<file path="src/rtl/pipe_reg_em_elastic.sv">
// E->M pipeline register as a 2-entry valid/ready skid buffer with synchronous bubble flush.
// Optional macro EM_EXC_FREEZE_EN: a sticky freeze on accepting a non-AOK beat, cleared by bubble/reset.
module pipe_reg_em_elastic #(
  parameter int unsigned DATA_W    = 64,
  parameter int unsigned REG_W     = 4,
  parameter int unsigned STAT_W    = 4,
  parameter int unsigned ICODE_W   = 4,
  parameter int unsigned STAT_AOK  = 1,
  parameter int unsigned ICODE_NOP = 1,
  parameter int unsigned REG_NONE  = 15
) (
  input  logic               clk,
  input  logic               rst_n,
  input  logic               e_valid,
  output logic               e_ready,
  input  logic [STAT_W-1:0]  e_stat,
  input  logic [ICODE_W-1:0] e_icode,
  input  logic               e_cnd,
  input  logic [DATA_W-1:0]  e_valE,
  input  logic [DATA_W-1:0]  e_valA,
  input  logic [REG_W-1:0]   e_dstE,
  input  logic [REG_W-1:0]   e_dstM,
  input  logic               bubble,
  output logic               M_valid,
  input  logic               M_ready,
  output logic [STAT_W-1:0]  M_stat,
  output logic [ICODE_W-1:0] M_icode,
  output logic               M_cnd,
  output logic [DATA_W-1:0]  M_valE,
  output logic [DATA_W-1:0]  M_valA,
  output logic [REG_W-1:0]   M_dstE,
  output logic [REG_W-1:0]   M_dstM,
  output logic [1:0]         occ
);

  localparam int unsigned BEAT_W = STAT_W + ICODE_W + 1 + 2 * DATA_W + 2 * REG_W;
  localparam logic [STAT_W-1:0]  AOK  = STAT_W'(STAT_AOK);
  localparam logic [ICODE_W-1:0] NOP  = ICODE_W'(ICODE_NOP);
  localparam logic [REG_W-1:0]   NONE = REG_W'(REG_NONE);

  typedef enum logic [1:0] {S_EMPTY, S_ONE, S_TWO} state_t;

  state_t              state_q, state_d;
  logic [BEAT_W-1:0]   main_q, main_d;
  logic [BEAT_W-1:0]   skid_q, skid_d;
  logic [BEAT_W-1:0]   in_beat, empty_beat, out_beat;
  logic                take_in, take_out;

  assign in_beat    = {e_stat, e_icode, e_cnd, e_valE, e_valA, e_dstE, e_dstM};
  assign empty_beat = {AOK, NOP, 1'b0, DATA_W'(0), DATA_W'(0), NONE, NONE};

  // Output fields are muxed on state so EMPTY values appear immediately on reset or flush.
  assign out_beat = (state_q == S_EMPTY) ? empty_beat : main_q;
  assign {M_stat, M_icode, M_cnd, M_valE, M_valA, M_dstE, M_dstM} = out_beat;

  assign M_valid  = (state_q != S_EMPTY);
  assign take_in  = e_valid & e_ready;
  assign take_out = M_valid & M_ready;

  always_comb begin
    occ = 2'd0;
    case (state_q)
      S_ONE:   occ = 2'd1;
      S_TWO:   occ = 2'd2;
      default: occ = 2'd0;
    endcase
  end

`ifdef EM_EXC_FREEZE_EN
  logic frz_q, frz_d;

  assign e_ready = (state_q != S_TWO) && !frz_q;

  always_comb begin
    frz_d = frz_q;
    if (bubble)
      frz_d = 1'b0;
    else if (take_in && (e_stat != AOK))
      frz_d = 1'b1;
  end

  always_ff @(posedge clk or negedge rst_n) begin
    if (!rst_n) frz_q <= 1'b0;
    else        frz_q <= frz_d;
  end
`else
  assign e_ready = (state_q != S_TWO);
`endif

  always_comb begin
    state_d = state_q;
    main_d  = main_q;
    skid_d  = skid_q;
    if (bubble) begin
      state_d = S_EMPTY;
    end else begin
      case (state_q)
        S_EMPTY: begin
          if (take_in) begin
            state_d = S_ONE;
            main_d  = in_beat;
          end
        end
        S_ONE: begin
          if (take_in && take_out) begin
            main_d = in_beat;
          end else if (take_in) begin
            state_d = S_TWO;
            skid_d  = in_beat;
          end else if (take_out) begin
            state_d = S_EMPTY;
          end
        end
        S_TWO: begin
          if (take_out) begin
            state_d = S_ONE;
            main_d  = skid_q;
          end
        end
        default: state_d = S_EMPTY;
      endcase
    end
  end

  always_ff @(posedge clk or negedge rst_n) begin
    if (!rst_n) begin
      state_q <= S_EMPTY;
      main_q  <= '0;
      skid_q  <= '0;
    end else begin
      state_q <= state_d;
      main_q  <= main_d;
      skid_q  <= skid_d;
    end
  end

endmodule

</file>
<file path="config.mk">
export PLATFORM = sky130hd
export DESIGN_NAME = pipe_reg_em_elastic
export DESIGN_NICKNAME = d
export VERILOG_FILES = /design/src/rtl/pipe_reg_em_elastic.sv
export SDC_FILE = /design/constraint.sdc
export NUM_CORES = 1
export LEC_CHECK = 0
export ABC_CLOCK_PERIOD_IN_PS = 1700
export BUFFER_PORTS_ARGS = -buffer_cell sky130_fd_sc_hd__buf_2
export CAP_MARGIN = 15
export CORE_MARGIN = 3
export CORE_UTILIZATION = 40
export CTS_BUF_LIST = sky130_fd_sc_hd__clkbuf_8
export CTS_CLUSTER_DIAMETER = 80
export DETAILED_ROUTE_END_ITERATION = 7
export GPL_TIMING_DRIVEN = 0
export HOLD_SLACK_MARGIN = 0.15
export SETUP_SLACK_MARGIN = 0.1
export SLEW_MARGIN = 10
export SYNTH_ARGS = -nofsm -noshare
export SYNTH_HDL_FRONTEND = slang
export SYNTH_SLANG_ARGS = --single-unit
</file>
<file path="constraint.sdc">
create_clock -name clk -period 1.7 [get_ports clk]
set_input_delay 0.34 -clock clk [delete_from_list [all_inputs] [get_ports clk]]
set_output_delay 0.34 -clock clk [all_outputs]
set_load 0.01 [all_outputs]
</file>
==> key figures, run 1 <==
Clock tree
  – Clk root buf: clkbuf_8
  – Clk_lat worst skew: 0.59 ns
  – Reg clk slew, reported paths: 0.06 ns
  – CTS Sinks: 292
  – TritonCTS clock tree: built
  – CTS max path bufs: 3
  – TritonCTS buffer count: 51
  – H-Tree Depth: 2

Global route
  – Initial antenna violation count: 0
  – First-pass GRT wire length: 57.1 mm
  – Total gr overflow: 0
  – Pin count of the biggest net entering global routing: 104
  – Total track usage: 19.6%
  – Number of global-route vias before repair: 10390

Timing
  – Final Critical Period: 2.27 ns
  – Skew final: 0.0225 ns
  – # setup viols final: 439
  – Period utilisation layout: 133%
  – RSZ-0062 raised after global routing: true
  – Worst relative slew slack: 60.8%
  – Tightest Pin Transition: 0.588 ns
  – Final slew viol count: 0
  – Setup TNS: -122.45 ns
  – Fin worst setup slack: -0.569 ns
  – Number of hold violations in the final report: 0
  – Fmax: 0.441 GHz

Drt
  – Routed WL per cell: 18.8 um
  – Highest routed metal layer: met4
  – Initial DRC Count: 243
  – Via density: 4.79
  – DRC: 0
  – DRT met1 WL: 17.0 mm
  – DR vias: 9585
  – Met2 routed WL: 17.6 mm
  – Routed Antenna Nets: 0
  – First-pass DRT Iterations: 4
  – Routed WL: 37.6 mm
  – Met3 WL: 2.22 mm

Setup path
  – Slowest cell on the critical path: dfrtp_2
  – Crit path top cell by count: clkbuf_16
  – Setup crit end kind: output port
  – WS Path Type: flop to output port
  – Worst EP required: 1.36 ns
  – Register-to-register setup slack: -0.29 ns
  – Worst-path cell chain: or2_4 > clkbuf_16 > clkbuf_16 > and2_1 > buf_2
  – Worst Path Arrival: 1.93 ns
  – CP Max Fanout: 9
  – Max incr delay on CP: 0.40 ns
  – Critical path buffers and inverters: 3
  – Family with the most delay on the worst path: buffers and inverters
  – Critical path startpoint category: flop

Placed design
  – Worst slack, placed: -0.483 ns
  – Count of input and output buffers: 298
  – HPWL Detailed: 22.4 mm
  – Routability congestion estimate: 0.724
  – Placed cell areas: 16200 um^2

Pwr
  – Power density cells: 993 nW/um^2
  – Leak pwr: 9.96 nW
  – Peak supply drop: 0.667 mV

Yosys
  – Synthesized netlist cell count: 954
  – Seq cells post-synth: 292
  – Syn avg cell area: 14.6 um^2
  – Synth unique cells: 24
  – Syn Std Cell Area: 13900 um^2
  – Net Count, Synth: 1104
  – Synth warn: 0
  – Register area share after synthesis: 52.6%

Cells and area
  – Ant diodes: 0
  – Post-route cell area: 21200 um^2
  – Area grow syn2layout: 52.8%
  – Final #Nets: 1666
  – Ratio of cells with drive above 1 in the final layout: 59.4%
  – Filler cells: 2613

Min path
  – Min-Delay Path Class: input port to flop

Floorplan
  – Chip width: 192 um
  – Initial Util: 41.0%
  – # rows: 67
  – Ports: 299
  – Die area: 37000 um^2
  – Chip height: 192 um
  – Core area: 33900 um^2

Outcome
  – Status: finished with violations
  – Violated checks: setup timing

Job
  – Max-cap violations: 0
-- metal layers --
metal / vias to the layer above / track usage [%]
met1: 4815 / 26.5
met2: 255 / 31.5
li1: 4463 / -
met4: 0 / 5.49
met3: 52 / 4.92
met5: - / 0
-- synth_stat cells (all sizes together) --
master	count	area, um^2
a21oi	4	20.0
and2	135	845
buf	48	445
clkbuf	16	60.1
dfrtp	292	7310
inv	2	7.51
mux2	435	5090
nand2	1	6.26
nand2b	10	62.6
nand3	2	10.0
nor2	3	13.8
nor2b	1	6.26
nor3	1	5.00
nor3b	1	7.51
o21ai	1	5.00
o22a	1	8.76
or2	1	6.26
-- worst reg2reg max path: stages, from the launching register on --
cell	delay, ns
dfrtp_2	0.36
buf_4	0.16
buf_4	0.15
nand3_4	0.08
a21oi_4	0.18
buf_8	0.16
buf_6	0.11
buf_12	0.11
buf_12	0.10
buf_16	0.12
mux2_2	0.33
-- stage by stage --
stage	util (%)	total power, mW	instances	hold WS, ns
floorplan	-	11.9	954	0.0444
global placement	47.4	13.1	1700	0.467
detailed placement	47.7	13.3	1703	0.251
CTS	60.0	20.7	1989	0.162
global route	62.7	22.2	1999	0.231
finish	62.7	21.1	1999	0.227
-- cell families (layout without fill, tap and decap cells) --
kind of cell | after synthesis | in the layout | share of synthesized area [%]
DFF | 292 | 292 | 52.6
AOI/OAI and AO/OA | 6 | 6 | 0.243
muxes | 435 | 435 | 36.6
buffers and inverters | 66 | 663 | 3.69
and+or+nand+nor | 155 | 155 | 6.92
-- final timing paths --
kind	endpoint	cells past startpoint	start
worst max register to register	main_q[15]$_DFFE_PN0P_	10	state_q[1]$_DFFE_PN0P_
worst min register to register	skid_q[111]$_DFFE_PN0P_	1	skid_q[111]$_DFFE_PN0P_
min in group asynchronous	skid_q[26]$_DFFE_PN0P_	2	rst_n
worst max-delay path	M_cnd	5	state_q[1]$_DFFE_PN0P_
max in group asynchronous	skid_q[85]$_DFFE_PN0P_	4	rst_n
worst min-delay path	state_q[0]$_DFFE_PN0P_	4	e_valid
-- sequential cells by signal, summed over array words and instances, names as in the netlist --
name     flops
main_q     145
skid_q     145
state_q      2
-- final cells by class --
cell class | instances | area (um^2) | share of cell area [%]
Clock buffer | 65 | 895 | 4.21
Tap cell | 448 | 561 | 2.64
Inverter | 2 | 20.0 | 0.0943
Timing Repair Buffer | 510 | 4820 | 22.7
Buffer | 63 | 970 | 4.57
Sequential cell | 292 | 7310 | 34.4
Clock inverter | 23 | 90.1 | 0.424
Multi-Input combinational cell | 596 | 6570 | 30.9
-- placed cells by master, fill, tap and decap left out, types with 3 or more instances in the layout --
cell type / instances
buf_8: 22
dlygate4sd3_1: 149
mux2_1: 106
buf_12: 38
clkbuf_16: 13
and2_4: 88
clkinv_2: 3
buf_6: 107
mux2_2: 226
nand2b_1: 8
a21oi_1: 3
and2_1: 47
mux2_4: 103
buf_16: 16
dfrtp_1: 291
inv_1: 20
buf_4: 18
clkbuf_8: 65
buf_2: 208
-- timing repair --
action,in CTS,in global routing
cloned,19,8
pin swaps,10,14
endpoints found under the hold margin,526,0
endpoints found under the setup margin,439,439
resized for setup,216,168
buffers inserted,31,4
hold buffers,149,0
-- report_power, final --
group / internal, mW / switching, mW / total, mW
sequential: 8.65 / 0.844 / 9.50
clock: 3.39 / 2.84 / 6.24
combinational: 3.53 / 1.81 / 5.35
Power figures use the tool's default switching activity.
==> inputs of run 2 (changes only) <==
--- a/config.mk
+++ b/config.mk
@@ -10,7 +10,7 @@
 export CAP_MARGIN = 15
 export CORE_MARGIN = 3
 export CORE_UTILIZATION = 40
-export CTS_BUF_LIST = sky130_fd_sc_hd__clkbuf_8
+export CTS_BUF_LIST = sky130_fd_sc_hd__clkbuf_16
 export CTS_CLUSTER_DIAMETER = 80
 export DETAILED_ROUTE_END_ITERATION = 7
 export GPL_TIMING_DRIVEN = 0
==> run 2 against run 1 <==
Against the previous run:
- the run still ends with setup timing left
- via count increased by 1.7%
- wire length is 3.4% higher
- non-clock buffer count is 28 higher
==> key figures, run 2 (synthesized netlist as in run 1, its figures left out) <==
Floorplan
  – Chip width: 192 um
  – Initial Util: 41.0%
  – Die area: 37000 um^2
  – Core area: 33900 um^2
  – # rows: 67
  – Chip height: 192 um
  – Ports: 299

Drt
  – DRC: 0
  – Routed Antenna Nets: 0
  – Initial DRC Count: 295
  – DR vias: 9747
  – Via density: 4.87
  – Routed WL per cell: 19.4 um
  – Routed WL: 38.9 mm
  – First-pass DRT Iterations: 4

Pwr
  – Switching power: 5.63 mW
  – Power density cells: 1020 nW/um^2
  – Leak pwr: 10.4 nW
  – Sw Ratio: 25.0%
  – Clk network pwr share: 33.1%
  – Tot Pwr: 22.5 mW
  – Int Power: 16.9 mW
  – Gate power share: 24.7%
  – Peak supply drop: 0.886 mV
  – Flop pwr share: 42.3%

Placed design
  – Inst Count DP: 1703
  – Count of input and output buffers: 298
  – HPWL Detailed: 22.4 mm
  – Routability congestion estimate: 0.724
  – Worst slack, placed: -0.483 ns

Outcome
  – Status: finished with violations
  – Violated checks: setup timing

Cells and area
  – Most common cell after layout, fill and taps aside: dfrtp_1
  – FF/Latch Area: 7310 um^2
  – Area grow syn2layout: 59.6%
  – Cell Count, Final, Fillers Out: 2002
  – Final #Nets: 1678
  – Ratio of cells with drive above 1 in the final layout: 61.8%
  – Filler cells: 2483
  – Area of the multi-input gates: 6710 um^2
  – Most frequent cells in the layout: dfrtp_1, mux2_2, buf_2
  – Ant diodes: 0
  – Core Util, Final: 65.5%
  – Biggest regs: main_q (145), skid_q (145), state_q (2)

Clock tree
  – CTS max path bufs: 3
  – Reg clk slew, reported paths: 0.06 ns
  – H-Tree Depth: 2
  – CTS Sinks: 292
  – Clk root buf: clkbuf_16
  – TritonCTS clock tree: built
  – TritonCTS buffer count: 35
  – Clk_lat worst skew: 0.50 ns

Timing
  – Fmax: 0.455 GHz
  – Fin worst setup slack: -0.497 ns
  – Period utilisation layout: 129%
  – # setup viols final: 432
  – Worst relative slew slack: 63.5%
  – Skew final: 0.0110 ns
  – Tightest Pin Transition: 0.548 ns
  – RSZ-0062 raised after global routing: true
  – Number of hold violations in the final report: 0
  – Setup TNS: -106.95 ns
  – Final Critical Period: 2.20 ns
  – Final slew viol count: 0

Global route
  – Total gr overflow: 0
  – Number of global-route vias before repair: 10594
  – Total track usage: 20.2%
  – Pin count of the biggest net entering global routing: 104
  – First-pass GRT wire length: 59.2 mm
  – Initial antenna violation count: 0

Setup path
  – Worst-path cell chain: or2_4 > clkbuf_16 > clkbuf_16 > and2_1 > buf_2
  – Max incr delay on CP: 0.40 ns
  – Worst Path Arrival: 1.86 ns
  – Family with the most delay on the worst path: buffers and inverters
  – Slowest cell on the critical path: dfrtp_2
  – Setup crit end kind: output port
  – Crit path top cell by count: clkbuf_16
  – Critical path startpoint category: flop
  – WS Path Type: flop to output port
  – Critical path buffers and inverters: 3
  – Worst EP required: 1.36 ns
  – CP Max Fanout: 9

Job
  – Max-cap violations: 0

Min path
  – Min-Delay Path Class: input port to flop
[run 2: worst paths after layout]
check / endpoint / startpoint / slack [ns] / depth (start not counted)
min reg2reg: skid_q[120]$_DFFE_PN0P_ / skid_q[120]$_DFFE_PN0P_ / 0.49 / 1
max: M_valE[4] / state_q[1]$_DFFE_PN0P_ / -0.50 / 5
max reg2reg: main_q[20]$_DFFE_PN0P_ / state_q[1]$_DFFE_PN0P_ / -0.25 / 10
min in group asynchronous: skid_q[26]$_DFFE_PN0P_ / rst_n / 0.32 / 2
max in group asynchronous: main_q[78]$_DFFE_PN0P_ / rst_n / 0.27 / 4
min: state_q[0]$_DFFE_PN0P_ / e_valid / 0.31 / 4
[run 2: power groups by stage]
stage,clock network (mW),logic (mW),registers [mW]
final,7.45,5.56,9.52
after global routing,7.95,5.99,9.71
after CTS,7.64,5.15,9.45
after detailed placement,0,3.80,9.53
after global placement,0,3.69,9.45
after floorplan,0,2.66,9.26
[run 2: timing repair]
action                                  CTS  global route
gates resized for setup                 320           137
buffers inserted                         41             4
endpoints found under the setup margin  439           439
endpoints found under the hold margin   189             0
pin swaps                                24            15
gates cloned                             33            11
hold buffers                            149             0
[run 2: final cells by class]
type,instances,area share (%)
clock buffer,37,4.17
buffer,64,4.86
clock inverter,26,0.987
sequential,292,32.9
multi-input combinational,596,30.3
timing repair buffer,537,24.2
inverter,2,0.0902
tap,448,2.53
[run 2: metal layers]
metal / part of all wire [%] / global-route usage (%)
met1: 46 / 27.7
met2: 47 / 32.9
met3: 5.6 / 4.43
met4: 1.6 / 4.79
met5: 0 / 0
[run 2: stage by stage]
stage	hold WS, ns	instance area (um^2)
after floorplan	0.0444	14000
after global placement	0.467	16100
after detailed placement	0.251	16200
after CTS	0.276	21300
after global routing	0.332	22200
final	0.311	22200
[run 2: worst reg2reg max path: stages, from the launching register on]
cell     delay, ns
dfrtp_2       0.40
buf_4         0.15
nor2b_4       0.13
o21ai_2       0.08
a21oi_4       0.15
buf_6         0.15
buf_12        0.13
buf_6         0.10
buf_6         0.10
buf_8         0.13
mux2_4        0.30
==> inputs of run 3 (changes only) <==
--- a/config.mk
+++ b/config.mk
@@ -8,7 +8,7 @@
 export ABC_CLOCK_PERIOD_IN_PS = 1700
 export BUFFER_PORTS_ARGS = -buffer_cell sky130_fd_sc_hd__buf_2
 export CAP_MARGIN = 15
-export CORE_MARGIN = 3
+export CORE_MARGIN = 2
 export CORE_UTILIZATION = 40
 export CTS_BUF_LIST = sky130_fd_sc_hd__clkbuf_16
 export CTS_CLUSTER_DIAMETER = 80
==> run 3 against run 2 <==
Against the previous run:
- the flow still finishes with violations (setup timing)
- final area is 3.2% lower
- wire length down 6.4%
- first-iteration DRC count is 9.2% lower
- sequential share of layout area is 1.1 points higher
- critical path depth unchanged
- hold slack got worse by 0.077 ns
- die area shrank 2.1%
- non-clock buffer count decreased by 29
- clock power is 5.2% lower
- critical path type unchanged
- critical endpoint is now M_valE[41]
==> key figures, run 3 (synthesized netlist as in run 1, its figures left out) <==
Outcome
  – Violated checks: setup timing
  – Status: finished with violations

Global route
  – Initial antenna violation count: 3
  – Total track usage: 19.2%
  – Total gr overflow: 0
  – Pin count of the biggest net entering global routing: 104
  – First-pass GRT wire length: 54.9 mm
  – Number of global-route vias before repair: 9995

Clock tree
  – Clk_lat worst skew: 0.50 ns
  – Clk root buf: clkbuf_16
  – CTS max path bufs: 3
  – Reg clk slew, reported paths: 0.06 ns
  – TritonCTS clock tree: built
  – CTS Sinks: 292
  – TritonCTS buffer count: 35
  – H-Tree Depth: 2

Floorplan
  – Initial Util: 40.4%
  – Die area: 36300 um^2
  – Chip width: 190 um
  – Ports: 299
  – Core area: 34400 um^2
  – Chip height: 190 um
  – # rows: 68

Timing
  – Tightest Pin Transition: 0.783 ns
  – Skew final: 0.0114 ns
  – Worst relative slew slack: 47.8%
  – Number of hold violations in the final report: 0
  – Final Critical Period: 2.19 ns
  – # setup viols final: 439
  – Hold WS: 0.234 ns
  – Fin worst setup slack: -0.493 ns
  – Period utilisation layout: 129%
  – RSZ-0062 raised after global routing: true
  – Fmax: 0.456 GHz
  – Final slew viol count: 0

Setup path
  – WS Path Type: flop to output port
  – Setup crit end kind: output port
  – Critical path buffers and inverters: 3
  – CP Max Fanout: 9
  – Max incr delay on CP: 0.41 ns
  – Crit path top cell by count: clkbuf_16
  – Critical path startpoint category: flop
  – Worst EP required: 1.36 ns
  – Slowest cell on the critical path: dfrtp_2
  – Family with the most delay on the worst path: buffers and inverters
  – Register-to-register setup slack: -0.35 ns
  – Worst-path cell chain: or2_4 > clkbuf_16 > clkbuf_16 > and2_4 > buf_2
  – Worst Path Arrival: 1.85 ns

Placed design
  – Count of input and output buffers: 298
  – HPWL Detailed: 21.6 mm
  – Routability congestion estimate: 0.727
  – Placed cell areas: 16100 um^2
  – Worst slack, placed: -0.465 ns
  – Inst Count DP: 1709

Pwr
  – Power density cells: 1020 nW/um^2
  – Sw Ratio: 25.1%
  – Switching power: 5.48 mW
  – Clk network pwr share: 32.3%
  – Gate power share: 24.3%
  – Int Power: 16.4 mW
  – Leak pwr: 9.92 nW
  – Flop pwr share: 43.4%
  – Peak supply drop: 0.698 mV

Drt
  – Routed WL per cell: 18.4 um
  – Routed WL: 36.4 mm
  – DRC: 0
  – Initial DRC Count: 268
  – Via density: 4.79
  – First-pass DRT Iterations: 4
  – Routed Antenna Nets: 0
  – DR vias: 9476

Cells and area
  – Filler cells: 2605
  – Most common cell after layout, fill and taps aside: dfrtp_1
  – Biggest regs: main_q (145), skid_q (145), state_q (2)
  – Post-route cell area: 21500 um^2
  – Core Util, Final: 62.5%
  – Ratio of cells with drive above 1 in the final layout: 60.7%
  – FF/Latch Area: 7310 um^2
  – Area of the multi-input gates: 6530 um^2
  – Area grow syn2layout: 54.5%
  – Most frequent cells in the layout: dfrtp_1, mux2_2, buf_2
  – Final #Nets: 1649
  – Cell Count, Final, Fillers Out: 1979

Job
  – Max-cap violations: 0

Min path
  – Min-Delay Path Class: input port to flop
-- run 3: changes by cell type in the layout (fill, tap and decap cells not counted), moves of 15 or more --
cell,before,now
mux2_4,137,77
mux2_2,221,257
buf_2,215,186
buf_6,103,131
and2_1,52,25
and2_4,83,110
mux2_1,77,101
buf_16,29,8
buf_12,47,32
-- run 3: layout make-up --
| cell class | count | share of cell area [%] |
|---|---|---|
| timing repair buffer | 508 | 22.8 |
| clock buffer | 37 | 4.31 |
| multi-input combinational | 596 | 30.4 |
| inverter | 2 | 0.105 |
| buffer | 64 | 5.04 |
| antenna | 2 | 0.0233 |
| sequential | 292 | 34.0 |
| tap | 455 | 2.65 |
| clock inverter | 23 | 0.664 |
-- run 3: worst paths after layout --
path,from,to,cells past startpoint
setup reg to reg,state_q[1]$_DFFE_PN0P_,main_q[104]$_DFFE_PN0P_,9
setup / recovery,state_q[1]$_DFFE_PN0P_,M_valE[41],5
hold reg to reg,skid_q[108]$_DFFE_PN0P_,skid_q[108]$_DFFE_PN0P_,1
max in group asynchronous,rst_n,skid_q[101]$_DFFE_PN0P_,3
hold / removal,e_valid,state_q[1]$_DFFE_PN0P_,3
min in group asynchronous,rst_n,skid_q[29]$_DFFE_PN0P_,2
-- run 3: routing by layer --
layer	vias to the layer above	global-route usage (%)	part of all wire, %
met4	2	4.71	1.6
li1	4430	-	-
met5	-	0	0.036
met3	47	5.01	5.7
met1	4775	25.4	44
met2	222	31.4	48
-- run 3: power by group through the flow --
stage,sequential [mW],clock [mW],combinational [mW]
floorplan,9.26,0,2.66
global placement,9.44,0,3.68
detailed placement,9.52,0,3.78
CTS,9.43,7.29,4.73
global route,9.70,7.57,5.73
finish,9.49,7.06,5.32
-- run 3: metrics by stage --
step                total power, mW  setup TNS (ns)
CTS                            21.5         -106.64
finish                         21.9         -124.22
floorplan                      11.9               0
global route                   23.0         -154.49
global placement               13.1        -1731.25
detailed placement             13.3         -101.62
-- run 3: worst min-delay path: cells and delay by family --
family | cells | cell delay, ns
AOI/OAI and AO/OA | 1 | 0.14
and+or+nand+nor | 1 | 0.06
buffers and inverters | 1 | 0.15
-- run 3: timing repair --
| item | 4_1_cts | 5_1_grt |
|---|---|---|
| cloned | 16 | 18 |
| buffers inserted | 12 | 15 |
| hold buffers | 148 | 0 |
| pin swaps | 31 | 31 |
| endpoints found under the hold margin | 239 | 0 |
| setup endpoints to repair | 438 | 628 |
| resized for setup | 225 | 187 |
